$ cat src/rtl/mem_io_bridge_pkg.sv
// mem_io_bridge_pkg
//   Shared definitions for the MEM-stage load/store bridge: the default IO window base,
//   board channel indices, FSM state encoding and the bus-error read pattern.
//   Optional feature macro used by mem_io_bridge: MEMIO_BUSERR_EN.
package mem_io_bridge_pkg;

    localparam logic [31:0] IO_BASE_DEFAULT = 32'hFFFF_FC00;

    // Input channel indices (word index inside the IO window)
    localparam int CH_SWITCH = 0;
    localparam int CH_KEY    = 1;
    localparam int CH_BTN    = 2;

    // Output channel indices (relative to the first output word, N_IN)
    localparam int CH_LED    = 0;
    localparam int CH_SEG    = 1;

    // Load data returned for unmapped IO words when bus errors are enabled
    localparam logic [31:0] BUSERR_PATTERN = 32'hDEAD_BEEF;

    typedef enum logic [1:0] {
        ST_IDLE = 2'd0,
        ST_WAIT = 2'd1,
        ST_RESP = 2'd2
    } state_t;

    // The IO window is 1 KiB aligned, so only address bits [31:10] select it.
    function automatic logic io_window_hit(input logic [31:0] addr, input logic [31:0] base);
        return addr[31:10] == base[31:10];
    endfunction

endpackage

$ cat src/rtl/mem_io_bridge_io_in_sync.sv
// io_in_sync
//   Two-flop synchroniser for one asynchronous board input channel.
// Ports
//   clk  in   1       system clock
//   rst  in   1       synchronous active-high reset, clears both stages
//   d    in   WIDTH   raw asynchronous input
//   q    out  WIDTH   synchronised value (two clk edges after d changes)
module io_in_sync #(
    parameter int WIDTH = 32
) (
    input  logic             clk,
    input  logic             rst,
    input  logic [WIDTH-1:0] d,
    output logic [WIDTH-1:0] q
);

    logic [WIDTH-1:0] meta;

    always_ff @(posedge clk) begin
        if (rst) begin
            meta <= '0;
            q    <= '0;
        end else begin
            meta <= d;
            q    <= meta;
        end
    end

endmodule

$ cat src/rtl/mem_io_bridge.sv
// mem_io_bridge
//   MEM-stage load/store bridge between the pipeline, data memory and board IO.
//   Requests use a valid/ready handshake; data-memory loads wait MEM_RD_LAT cycles,
//   stores and IO loads respond on the following cycle without leaving IDLE so the
//   pipeline can issue back to back.
//   Optional feature: define MEMIO_BUSERR_EN to flag unmapped IO accesses on rsp_err
//   and return BUSERR_PATTERN for unmapped loads (otherwise rsp_err is 0 and loads read 0).
//
//   state   | meaning
//   IDLE    | ready for a request; stores and IO loads complete from here
//   WAIT    | data-memory read in flight, cnt counts down to capture
//   RESP    | presenting the captured load data
//
// Ports
//   clk, rst                 clock, synchronous active-high reset
//   req_valid/ready/wr       request handshake and direction (1 = store)
//   req_addr, req_wdata      byte address and store data
//   rsp_valid/rdata/err      one-cycle response, load data, unmapped-IO flag
//   mem_addr/re/we/wdata     data-memory interface, m_rdata read data
//   in_data                  N_IN raw input channels, 32 bits each
//   out_data, out_strobe     N_OUT output latches and their write pulses
module mem_io_bridge
    import mem_io_bridge_pkg::*;
#(
    parameter int          N_IN       = 3,
    parameter int          N_OUT      = 2,
    parameter int          MEM_RD_LAT = 1,
    parameter logic [31:0] IO_BASE    = IO_BASE_DEFAULT
) (
    input  logic                  clk,
    input  logic                  rst,
    input  logic                  req_valid,
    output logic                  req_ready,
    input  logic                  req_wr,
    input  logic [31:0]           req_addr,
    input  logic [31:0]           req_wdata,
    output logic                  rsp_valid,
    output logic [31:0]           rsp_rdata,
    output logic                  rsp_err,
    output logic [31:0]           mem_addr,
    output logic                  mem_re,
    output logic                  mem_we,
    output logic [31:0]           mem_wdata,
    input  logic [31:0]           m_rdata,
    input  logic [32*N_IN-1:0]    in_data,
    output logic [32*N_OUT-1:0]   out_data,
    output logic [N_OUT-1:0]      out_strobe
);

`ifdef MEMIO_BUSERR_EN
    localparam logic        BUSERR_EN      = 1'b1;
    localparam logic [31:0] UNMAPPED_RDATA = BUSERR_PATTERN;
`else
    localparam logic        BUSERR_EN      = 1'b0;
    localparam logic [31:0] UNMAPPED_RDATA = 32'h0;
`endif

    localparam logic [3:0] CNT_LOAD = 4'(MEM_RD_LAT);

    state_t                  state;
    logic [3:0]              cnt;
    logic [31:0]             addr_q;
    logic                    err_q;
    logic [N_OUT-1:0][31:0]  out_reg;
    logic [N_IN-1:0][31:0]   in_sync;

    logic                    accept;
    logic                    is_io;
    logic [7:0]              idx;
    logic [31:0]             io_rd_data;
    logic                    io_rd_hit;
    logic [N_OUT-1:0]        io_wr_sel;

    for (genvar g = 0; g < N_IN; g++) begin : g_in_sync
        io_in_sync #(.WIDTH(32)) u_sync (
            .clk (clk),
            .rst (rst),
            .d   (in_data[32*g +: 32]),
            .q   (in_sync[g])
        );
    end

    // Address decode of the presented request
    always_comb begin
        is_io      = io_window_hit(req_addr, IO_BASE);
        idx        = req_addr[9:2];
        io_rd_data = '0;
        io_rd_hit  = 1'b0;
        io_wr_sel  = '0;
        for (int i = 0; i < N_IN; i++) begin
            if (idx == 8'(i)) begin
                io_rd_data = in_sync[i];
                io_rd_hit  = 1'b1;
            end
        end
        for (int i = 0; i < N_OUT; i++) begin
            if (idx == 8'(N_IN + i)) begin
                io_rd_data   = out_reg[i];
                io_rd_hit    = 1'b1;
                io_wr_sel[i] = 1'b1;
            end
        end
    end

    assign accept = req_valid & req_ready;

    // The dMem strobes must coincide with the accept cycle, so they are decoded
    // directly from the handshake rather than registered.
    assign mem_re    = accept & ~is_io & ~req_wr;
    assign mem_we    = accept & ~is_io &  req_wr;
    assign mem_wdata = req_wdata;
    assign mem_addr  = (state == ST_IDLE) ? req_addr : addr_q;

    assign out_data  = out_reg;
    assign rsp_err   = err_q & BUSERR_EN;

    always_ff @(posedge clk) begin
        if (rst) begin
            state      <= ST_IDLE;
            req_ready  <= 1'b1;
            cnt        <= '0;
            addr_q     <= '0;
            rsp_valid  <= 1'b0;
            rsp_rdata  <= '0;
            err_q      <= 1'b0;
            out_reg    <= '0;
            out_strobe <= '0;
        end else begin
            rsp_valid  <= 1'b0;
            err_q      <= 1'b0;
            out_strobe <= '0;
            unique case (state)
                ST_IDLE: begin
                    if (accept) begin
                        addr_q <= req_addr;
                        if (!is_io && !req_wr) begin
                            state     <= ST_WAIT;
                            req_ready <= 1'b0;
                            cnt       <= CNT_LOAD;
                        end else begin
                            rsp_valid <= 1'b1;
                            if (req_wr) begin
                                rsp_rdata <= '0;
                                if (is_io) begin
                                    for (int i = 0; i < N_OUT; i++) begin
                                        if (io_wr_sel[i]) begin
                                            out_reg[i] <= req_wdata;
                                        end
                                    end
                                    out_strobe <= io_wr_sel;
                                    err_q      <= ~(|io_wr_sel);
                                end
                            end else begin
                                rsp_rdata <= io_rd_hit ? io_rd_data : UNMAPPED_RDATA;
                                err_q     <= ~io_rd_hit;
                            end
                        end
                    end
                end
                ST_WAIT: begin
                    // cnt == 1 is the cycle in which dMem data is valid
                    if (cnt == 4'd1) begin
                        rsp_rdata <= m_rdata;
                        rsp_valid <= 1'b1;
                        state     <= ST_RESP;
                    end else begin
                        cnt <= cnt - 4'd1;
                    end
                end
                ST_RESP: begin
                    state     <= ST_IDLE;
                    req_ready <= 1'b1;
                end
                default: begin
                    state     <= ST_IDLE;
                    req_ready <= 1'b1;
                end
            endcase
        end
    end

endmodule

$ cat config.mk
export PLATFORM = sky130hd
export DESIGN_NAME = mem_io_bridge
export DESIGN_NICKNAME = d
export VERILOG_FILES = /design/src/rtl/mem_io_bridge_pkg.sv /design/src/rtl/mem_io_bridge_io_in_sync.sv /design/src/rtl/mem_io_bridge.sv
export SDC_FILE = /design/constraint.sdc
export NUM_CORES = 1
export LEC_CHECK = 0
export BUFFER_PORTS_ARGS = -buffer_cell sky130_fd_sc_hd__buf_2
export CAP_MARGIN = 15
export CORE_MARGIN = 8
export CORE_UTILIZATION = 35
export DETAILED_ROUTE_END_ITERATION = 7
export PLACE_DENSITY_LB_ADDON = 0.1
export SLEW_MARGIN = 5
export SYNTH_ARGS = -nofsm -noshare
export SYNTH_HDL_FRONTEND = slang
export SYNTH_SLANG_ARGS = --single-unit
$ cat constraint.sdc
create_clock -name clk -period 4.4 [get_ports clk]
set_clock_uncertainty 0.15 [all_clocks]
set_input_delay 0.88 -clock clk [delete_from_list [all_inputs] [get_ports clk]]
set_output_delay 0.88 -clock clk [all_outputs]
set_load 0.05 [all_outputs]
# Word level (Yosys, flattened, before mapping)
# Index checks and enable logic that the tools add are counted.
[word_totals]
wordCells = 86
output_inout_bits = 167
regBits = 330
[classes]
n_eq_ne = 12
n_reduce_logical = 14
n_bitwise = 10
mux = 34
n_addsub = 1
[op_table]
columns = ["cell", "count"]
rows = [
  ["2-to-1 mux 32 bit", 11],
  ["one-hot mux 32 bit (2 select lines)", 1],
  ["== test 22 bit (second input constant)", 1],
  ["== test 8 x 2 -> 1 bit (second input constant)", 2],
  ["2-to-1 mux 1 bit", 12],
  ["2-to-1 mux 4 bit", 3],
  ["AND reduction 6 bit", 2],
  ["== test 8 x 1 -> 1 bit (second input constant)", 1],
  ["== test 8 x 3 -> 1 bit (second input constant)", 1],
  ["zero test 8 bit", 1],
  ["!= test 2 bit (second input constant)", 4],
  ["one-hot mux 4 bit (2 select lines)", 1],
  ["AND reduction 4 bit", 2],
  ["2-to-1 mux 2 bit", 3],
  ["inverter 1 bit", 6],
  ["AND reduction 3 bit", 2],
  ["OR reduction 6 bit", 1],
  ["bitwise AND 1 bit", 4],
  ["== test 4 x 1 -> 1 bit (second input constant)", 1],
  ["one-hot mux 1 bit (2 select lines)", 2],
  ["one-hot mux 2 bit (2 select lines)", 1],
  ["subtractor 4 x 1 -> 4 bit (second input constant)", 1],
  ["== test 2 x 1 -> 1 bit (second input constant)", 1],
  ["zero test 1 bit", 2],
  ["5 further kinds", 5],
]

# Logic depth before layout (Yosys ltp)
# Gate-level depths: netlist (run 1).
[logic_depth]
ltp_word = 11
ltp_mapped = 9

# Hierarchy
# From an unflattened synthesis (run 1), not the netlist that was laid out.
[unflattened]
cells_unflattened = 1307
hier_area_um2 = 13643.1
[by_module_without_submodules]
columns = ["module", "seq_area_each_um2", "area_each_um2", "cells_per_inst", "instances"]
rows = [
  ["mem_io_bridge", 2762.6, 7888.8, 902, 1],
  ["io_in_sync", 1281.2, 1918.1, 135, 3],
]

# Least setup slack after synthesis (run 1)
# No wires, ideal clock.
[synth_path]
kind = "input to output"
startpoint = "input port req_addr[28]"
endpoint = "output port mem_re"
path_slack_ns = 0.776
path_stages = 3
n_path_buf = 0
arrival_time_ns = 2.594
required_time_ns = 3.370
path_cell_list = "nand4_1 nor4_4 a211oi_1"
[synth_between]
elab_chain_len = 4
[synth_lines]
columns = ["item", "line_no", "text"]
rows = [
  ["from (decl)", "mem_io_bridge.sv:35", "input logic [31:0] req_addr,"],
  ["== test 22 bit", "mem_io_bridge_pkg.sv:29", "return addr[31:10] == base[31:10];"],
  ["inverter 1 bit (no source line)", "-", ""],
  ["bitwise AND 1 bit (2 in series)", "mem_io_bridge.sv:109", "assign mem_re = accept & ~is_io & ~req_wr;"],
  ["to (decl)", "mem_io_bridge.sv:41", "output logic mem_re,"],
]
# No other way between the ends.

# Final worst setup path (run 1)
[layout_path]
startpoint = "input port req_addr[12]"
endpoint = "output port mem_re"
# The elaborated chain is that of the path after synthesis.

==> impl_metrics.ini, run 1 <==
[worst_hold_path]
hp-class = reg2reg
holdPathEnd = g_in_sync[2].u_sync.q[21]
holdPathStages = 1
hold_start = g_in_sync[2].u_sync.meta[21]

[clock_network]
cts_max_level = 2
clockRootBuffer = clkbuf_16
cts_tree = yes
cts_hold_buf = 0
postCtsSetupBuffers = 0
cts_buffers = 36
clock_path_buffers = 3
path_clk_slew_ns = 0.06
clock_latency_ns = 0.51
cts.sinks = 330
cts_resized = 0

[floorplanning]
rows = 68
core-area_um2 = 34500
initial_core_util_pct = 35.5
ios = 363
die_w_um = 203
die_y_um = 203
die-area_um2 = 41300

[yosys]
async_reset_ff_share_pct = 0
synth.most_common_cell = dfxtp_1
synth_seq_cells = 330
yosysWarnings = 0
synthesis.nets = 1474
netlist_top_cells_area = dfxtp_1, nor2b_1, nand2_1
synthFlopType = dfxtp_1
synth_area_leader_cell = dfxtp_1
netlist_area_um2 = 12300
synth_top_area_share_pct = 53.8
synth_cells = 1276
ys_types = 43
synth.top_cells.by_count = dfxtp_1, nand2_1, nor2b_1
yosysSeqAreaShare_pct = 53.8
synth_enable_flop_cells = 0
syn_avg_cell_area_um2 = 9.62

[placement]
hpwl_um = 28000
preCtsSetupSlack_ns = 0.852
place_inst = 1974
place_congestion = 0.826
numPortBuffers = 361
placed_area_um2 = 14200

[critical_path]
rr_endpoint = cnt[2]
path_max_fanout = 8
max_stage_delay_ns = 0.83
reg2regPathDepth = 7
worst-path-stages = 5
end_kind = output port
crit_top_cell = buf_2
critPathLaunchType = primary input
ff2ff_setup_slack_ns = 1.84
slowest_stage = a211oi_1
path_cells = buf_2 -> nand4_1 -> nor4_4 -> a211oi_1 -> buf_2
crit_required_ns = 3.37
crit_buf_inv = 2
rr_startpoint = state[1]
arrival_ns = 2.53
critPathTopFamily = compound AO/OA/AOI/OAI gates
crit_type = in2out

[sta]
setup_viol = 0
setup_slack_ns = 0.845
finalHoldViolCount = 0
slew_headroom_pct = 34.5
slew_viol_final = 0
rsz0062_at_grt = false
setup_tns_ns = 0
timing.final.crit_share_pct = 80.8
post-route-min-period_ns = 3.56
worst-slew-pin-transition_ns = 0.977
fmax_ghz = 0.281

[grt]
busiest_layer = met2
met2_usage_pct = 27.2
antenna_found_initial = 1
grt_usage_pct = 17.8
grt_pass1_vias = 9510
grtUsageMet1_pct = 25.2
grt_pass1_wl_um = 58500
use_met3_pct = 3.89
overflow = 0
grt_max_degree = 139

[layout]
syn_to_final_growth_pct = 24.8
final_nets = 1755
multiInputGateArea_um2 = 4990
fillers = 3514
finalInstanceArea_um2 = 15300
seq_area_um2 = 6610
fin_cells = 2033
drive_gt1_share_pct = 30.2
insertedDiodeCount = 0

[status]
outcome = completed

[route]
route.detailed.drc = 0
via_count = 9744
drt-initial-drc-count = 557
wl_per_cell_um = 19.2
ant_nets = 0
viasPerCell = 4.79
first_pass_iters = 5
drt_wl_total_um = 39000

[power]
vdd_drop_max_mv = 0.232
leakage_nw = 6.46
pwr_density_cell_nw_per_um2 = 455

[job]
maxCapViolations = 0
where the power goes:
part           internal [W]  switching, W
logic              0.000275      0.000598
registers           0.00313     0.0000505
clock network       0.00172       0.00119
sequential cells by signal (all words and copies together) (netlist names):
name	count
rsp_rdata	32
g_in_sync.u_sync.q	96
cnt	4
g_in_sync.u_sync.meta	96
state	2
out_data	64
addr_q	32
rsp_valid	1
out_strobe	2
req_ready	1
per-layer routing:
metal	wire (um)	part of all wire, %
met4	847	2.2
met5	13	0.033
met3	2520	6.5
met1	18600	48
met2	17000	44
cells by family (layout without fill, tap and decap cells):
logic type,count (synthesis),after routing,share of synthesized area [%]
compound gates,270,270,15.1
simple gates,465,465,19.3
fa+ha+maj,2,2,0.204
buf+inv,142,444,5.79
mux,66,66,5.73
other cells,1,1,0.0305
flops,330,330,53.8
worst max path at each step:
stage	from	to
6_report	req_addr[12]	mem_re
3_3_place_gp	req_addr[6]	rsp_rdata[20]
5_1_grt	req_addr[12]	mem_re
3_5_place_dp	req_addr[6]	rsp_rdata[20]
4_1_cts	req_addr[12]	mem_re
2_1_floorplan	req_addr[28]	mem_re
area by class of cell:
| class | instances | area share, % |
|---|---|---|
| Sequential cell | 330 | 43.1 |
| Inverter | 3 | 0.0735 |
| Timing Repair Buffer | 382 | 13.1 |
| Tap cell | 455 | 3.72 |
| Clock inverter | 8 | 0.833 |
| Clock buffer | 51 | 6.57 |
| Multi-Input combinational cell | 804 | 32.6 |
placed cells by master, fill, tap and decap left out, types with 2 or more instances in the layout:
cell,count
nor2_1,4
a31oi_1,32
nor2b_1,192
nand4_1,7
ha_1,2
bufinv_16,2
nand3b_1,2
and4_1,2
nand2b_1,2
dfxtp_1,330
nand3_1,2
o211ai_1,33
buf_2,360
nor2b_2,2
mux2_2,34
a211oi_1,2
o31ai_1,33
o21ai_0,3
nor3_1,4
inv_1,2
clkbuf_1,10
clkbuf_8,5
a221o_1,32
a21oi_1,99
buf_4,19
o2bb2ai_1,32
nor3b_1,4
clkbuf_16,36
clkinvlp_4,3
nor3_4,3
mux2i_1,32
nand2_1,230
through the flow:
stage                     util (%)  total power (W)  hold slack [ns]
after CTS                     44.4          0.00706            0.285
after global placement        41.0          0.00412            0.268
after detailed placement      41.1          0.00413            0.270
final                         44.4          0.00697            0.280
after floorplan                  -          0.00385            0.264
after global routing          44.4          0.00725            0.297
worst register-to-register path, cell delays in order, from the launching register on:
cell and delay, ns:
dfxtp_1 0.44, nor2_2 0.15, buf_4 0.41, nand3_1 0.13, buf_4 0.27, a211oi_1 0.51, nor3b_1 0.10, mux2_2 0.29
No activity file was read; power rests on OpenSTA's default activity.
==> run 2, diff against run 1 <==
- clock period: 4.4 -> 3 ns (I/O delays scaled with it)
==> run 2 against run 1 <==
Effect of this change:
- register-to-register slack worse by 1.2 ns
- final area up 2.2%
- die area unchanged
- non-clock buffer count up 21
- setup slack got worse by 0.75 ns
- first-iteration DRC count shrank 0.90%
- wire length grew 1.5%
- via count increased by 0.74%
- sequential share of layout area down 0.92 points
- combinational power up 50%
- sequential power increased by 47%
- highest routed layer is now met4
==> impl_metrics.ini, run 2 (synthesis results as in run 1) <==
[sta]
rsz0062_at_grt = false
post-route-min-period_ns = 2.91
finalHoldViolCount = 0
timing.final.crit_share_pct = 96.9
slew_headroom_pct = 55.1
setup_viol = 0
setup_slack_ns = 0.0922
slew_viol_final = 0
worst-slew-pin-transition_ns = 0.670
fmax_ghz = 0.344
setup_tns_ns = 0
holdWs_ns = 0.146

[floorplanning]
rows = 68
die_w_um = 203
ios = 363
core-area_um2 = 34500
die_y_um = 203
die-area_um2 = 41300
initial_core_util_pct = 35.5

[clock_network]
cts.sinks = 330
cts_max_level = 2
cts_tree = yes
clock_path_buffers = 3
clockRootBuffer = clkbuf_16
cts_resized = 0
clock_latency_ns = 0.51
path_clk_slew_ns = 0.06
cts_buffers = 36
cts_hold_buf = 0
postCtsSetupBuffers = 0

[grt]
grt_pass1_vias = 9750
grt_usage_pct = 18.2
antenna_found_initial = 0
grt_pass1_wl_um = 59700
overflow = 0
grt_max_degree = 82

[route]
drt_wl_total_um = 39600
wl_per_cell_um = 19.2
drt-initial-drc-count = 552
ant_nets = 0
viasPerCell = 4.77
first_pass_iters = 4
via_count = 9816
route.detailed.drc = 0

[critical_path]
max_stage_delay_ns = 0.45
crit_type = reg2out
path_max_fanout = 33
slowest_stage = dfxtp_1
arrival_ns = 2.16
crit_required_ns = 2.25
critPathLaunchType = flip-flop
end_kind = output port
path_cells = nor2_2 -> buf_4 -> mux2_2 -> buf_2

[layout]
layout_common_cells = buf_2, dfxtp_1, nand2_1
drive_gt1_share_pct = 31.7
final_nets = 1776
fillers = 3470
syn_to_final_growth_pct = 27.5
seq_area_um2 = 6610
final_common_cell = buf_2
multiInputGateArea_um2 = 5000
fin_cells = 2058
insertedDiodeCount = 0

[worst_hold_path]
hp-class = in2reg

[placement]
place_inst = 1995
place_congestion = 0.840
preCtsSetupSlack_ns = 0.229
hpwl_um = 28700
numPortBuffers = 361

[power]
pwr_density_cell_nw_per_um2 = 668
leakage_nw = 6.65
vdd_drop_max_mv = 0.308

[job]
maxCapViolations = 0

[status]
outcome = completed
-- run 2: worst paths after layout --
check	start	end	slack (ns)	cells past startpoint
hold reg to reg	g_in_sync[2].u_sync.meta[10]	g_in_sync[2].u_sync.q[10]	0.28	1
hold / removal	in_data[21]	g_in_sync[0].u_sync.meta[21]	0.15	2
setup reg to reg	state[0]	cnt[2]	0.60	6
setup / recovery	state[0]	mem_addr[5]	0.09	4
-- run 2: routing by layer --
metal | vias up | GRT usage [%] | share of wire [%]
met2 | 331 | 28.2 | 45
li1 | 4942 | - | -
met1 | 4490 | 25.3 | 47
met5 | - | 0 | 0
met4 | 0 | 5.49 | 2.4
met3 | 53 | 3.79 | 6.1
-- run 2: worst max-delay path: cells and delay by family, from the launching register on --
family / cells / cell delay, ns
and+or+nand+nor: 1 / 0.13
DFF: 1 / 0.45
muxes: 1 / 0.43
buffers and inverters: 2 / 0.63
-- run 2: power by group --
part / leakage (nW) / switching, W / internal (W)
clock: 0.604 / 0.00176 / 0.00274
combinational: 3.33 / 0.000885 / 0.000423
sequential: 2.71 / 0.0000729 / 0.00459
-- run 2: final cells by class --
type / instances / share of cell area (%)
clock buffer: 50 / 6.80
clock inverter: 13 / 0.959
inverter: 3 / 0.0719
multi-input combinational: 804 / 31.9
sequential: 330 / 42.2
tap: 455 / 3.64
timing repair buffer: 403 / 14.4
-- run 2: metrics by stage --
step / cell area (um2) / utilization (%) / total power (W)
after floorplan: 12300 / - / 0.00565
after global placement: 14400 / 41.8 / 0.00607
after detailed placement: 14400 / 41.8 / 0.00608
after CTS: 15700 / 45.3 / 0.0106
after global routing: 15700 / 45.3 / 0.0109
final: 15700 / 45.3 / 0.0105
==> run 3, diff against run 2 <==
- CTS_CLUSTER_SIZE: unset -> 20
- clock period: 3 -> 2.5 ns (I/O delays scaled with it)
==> run 3 against run 2 <==
Effect of this change:
- clock-buffer cell count increased by 1
- highest routed layer is now met5
- wire length increased by 2.0%
- the flow now finishes with violations (setup timing)
- largest power group unchanged
- sequential share of layout area decreased by 0.63 points
- non-clock buffer count increased by 11
==> impl_metrics.ini, run 3 (synthesis results as in run 1) <==
[route]
wl_per_cell_um = 19.5
drt_wl_total_um = 40400
viasPerCell = 4.81
first_pass_iters = 5
via_count = 9937
drt-initial-drc-count = 605
ant_nets = 0
route.detailed.drc = 0

[critical_path]
crit_required_ns = 1.85
end_kind = output port
slowest_stage = dfxtp_4
arrival_ns = 1.85
crit_type = reg2out
path_cells = nor2_4 -> bufbuf_16 -> mux2_2 -> buf_4
critPathTopFamily = buffers and inverters
critPathLaunchType = flip-flop
crit_buf_inv = 2
max_stage_delay_ns = 0.35
path_max_fanout = 8

[clock_network]
clock_latency_ns = 0.52
clock_path_buffers = 3
cts_buffers = 36
path_clk_slew_ns = 0.06
cts.sinks = 330
cts_tree = yes
cts_hold_buf = 0
cts_max_level = 2
clockRootBuffer = clkbuf_16

[sta]
slew_viol_final = 0
rsz0062_at_grt = true
post-route-min-period_ns = 2.50
holdWs_ns = 0.0379
slew_headroom_pct = 38.2
timing.final.crit_share_pct = 100
setup_viol = 1
fmax_ghz = 0.400
worst-slew-pin-transition_ns = 0.927
finalHoldViolCount = 0
setup_slack_ns = -0.000833

[power]
pwr_density_cell_nw_per_um2 = 784
leakage_nw = 6.75
vdd_drop_max_mv = 0.443

[grt]
grt_usage_pct = 18.5
grt_max_degree = 135
overflow = 0
antenna_found_initial = 2
grt_pass1_vias = 9775
grt_pass1_wl_um = 60700

[floorplanning]
rows = 68
ios = 363
die_w_um = 203
core-area_um2 = 34500
initial_core_util_pct = 35.5
die-area_um2 = 41300
die_y_um = 203

[layout]
syn_to_final_growth_pct = 29.6
layout_common_cells = dfxtp_1, buf_2, nand2_1
fin_util_pct = 46.1
finalInstanceArea_um2 = 15900
drive_gt1_share_pct = 31.8
final_nets = 1787

[placement]
numPortBuffers = 361
placed_area_um2 = 14500
hpwl_um = 29500
place_congestion = 0.853

[status]
outcome = finished with violations
failed_checks = setup timing

[worst_hold_path]
hp-class = in2reg

[job]
maxCapViolations = 0
## run 3: layout make-up
class,instances,area [um2]
well taps,455,569
clock buffers,51,1010
inverters,3,11.3
fillers,3446,18600
clock inverters,10,136
repair buffers,414,2560
flip-flops and latches,330,6610
multi-input cells,804,5010
diodes,1,2.50
## run 3: path summary, 6_finish.rpt
| check | startpoint | to | slack [ns] | cells past startpoint |
|---|---|---|---|---|
| worst max register to register | state[1] | cnt[2] | 0.35 | 8 |
| worst max-delay path | state[1] | mem_addr[14] | -0.0008 | 4 |
| worst min register to register | g_in_sync[0].u_sync.meta[19] | g_in_sync[0].u_sync.q[19] | 0.28 | 1 |
| worst min-delay path | in_data[13] | g_in_sync[0].u_sync.meta[13] | 0.04 | 2 |
## run 3: metrics by stage
stage	cells	TNS [ns]	total power (W)	setup slack (ns)
detailed placement	1998	-1.85	0.00730	-0.0993
finish	2068	-0.000833	0.0125	-0.000833
CTS	2066	-0.682	0.0126	-0.0495
global route	2068	-1.36	0.0130	-0.0735
floorplan	1276	0	0.00678	0.187
global placement	1998	-0.691	0.00730	-0.0655
## run 3: timing repair
action / 4_1_cts / 5_1_grt
setup buffers: 5 / 0
hold endpoints to repair: 0 / 0
cloned: 2 / 0
gates resized for setup: 62 / 0
pin swaps: 1 / 1
setup endpoints to repair: 32 / 32
## run 3: report_power, final
group	switching (W)	internal [W]
clock	0.00215	0.00304
sequential	0.0000854	0.00550
combinational	0.00109	0.000605
total	0.00333	0.00915
## run 3: metal layers
layer	vias to the layer above	track usage (%)	routed length [um]
met5	-	0	16
li1	4947	-	-
met1	4600	26.4	19500
met3	43	3.89	2630
met4	2	3.73	517
met2	345	28.5	17700
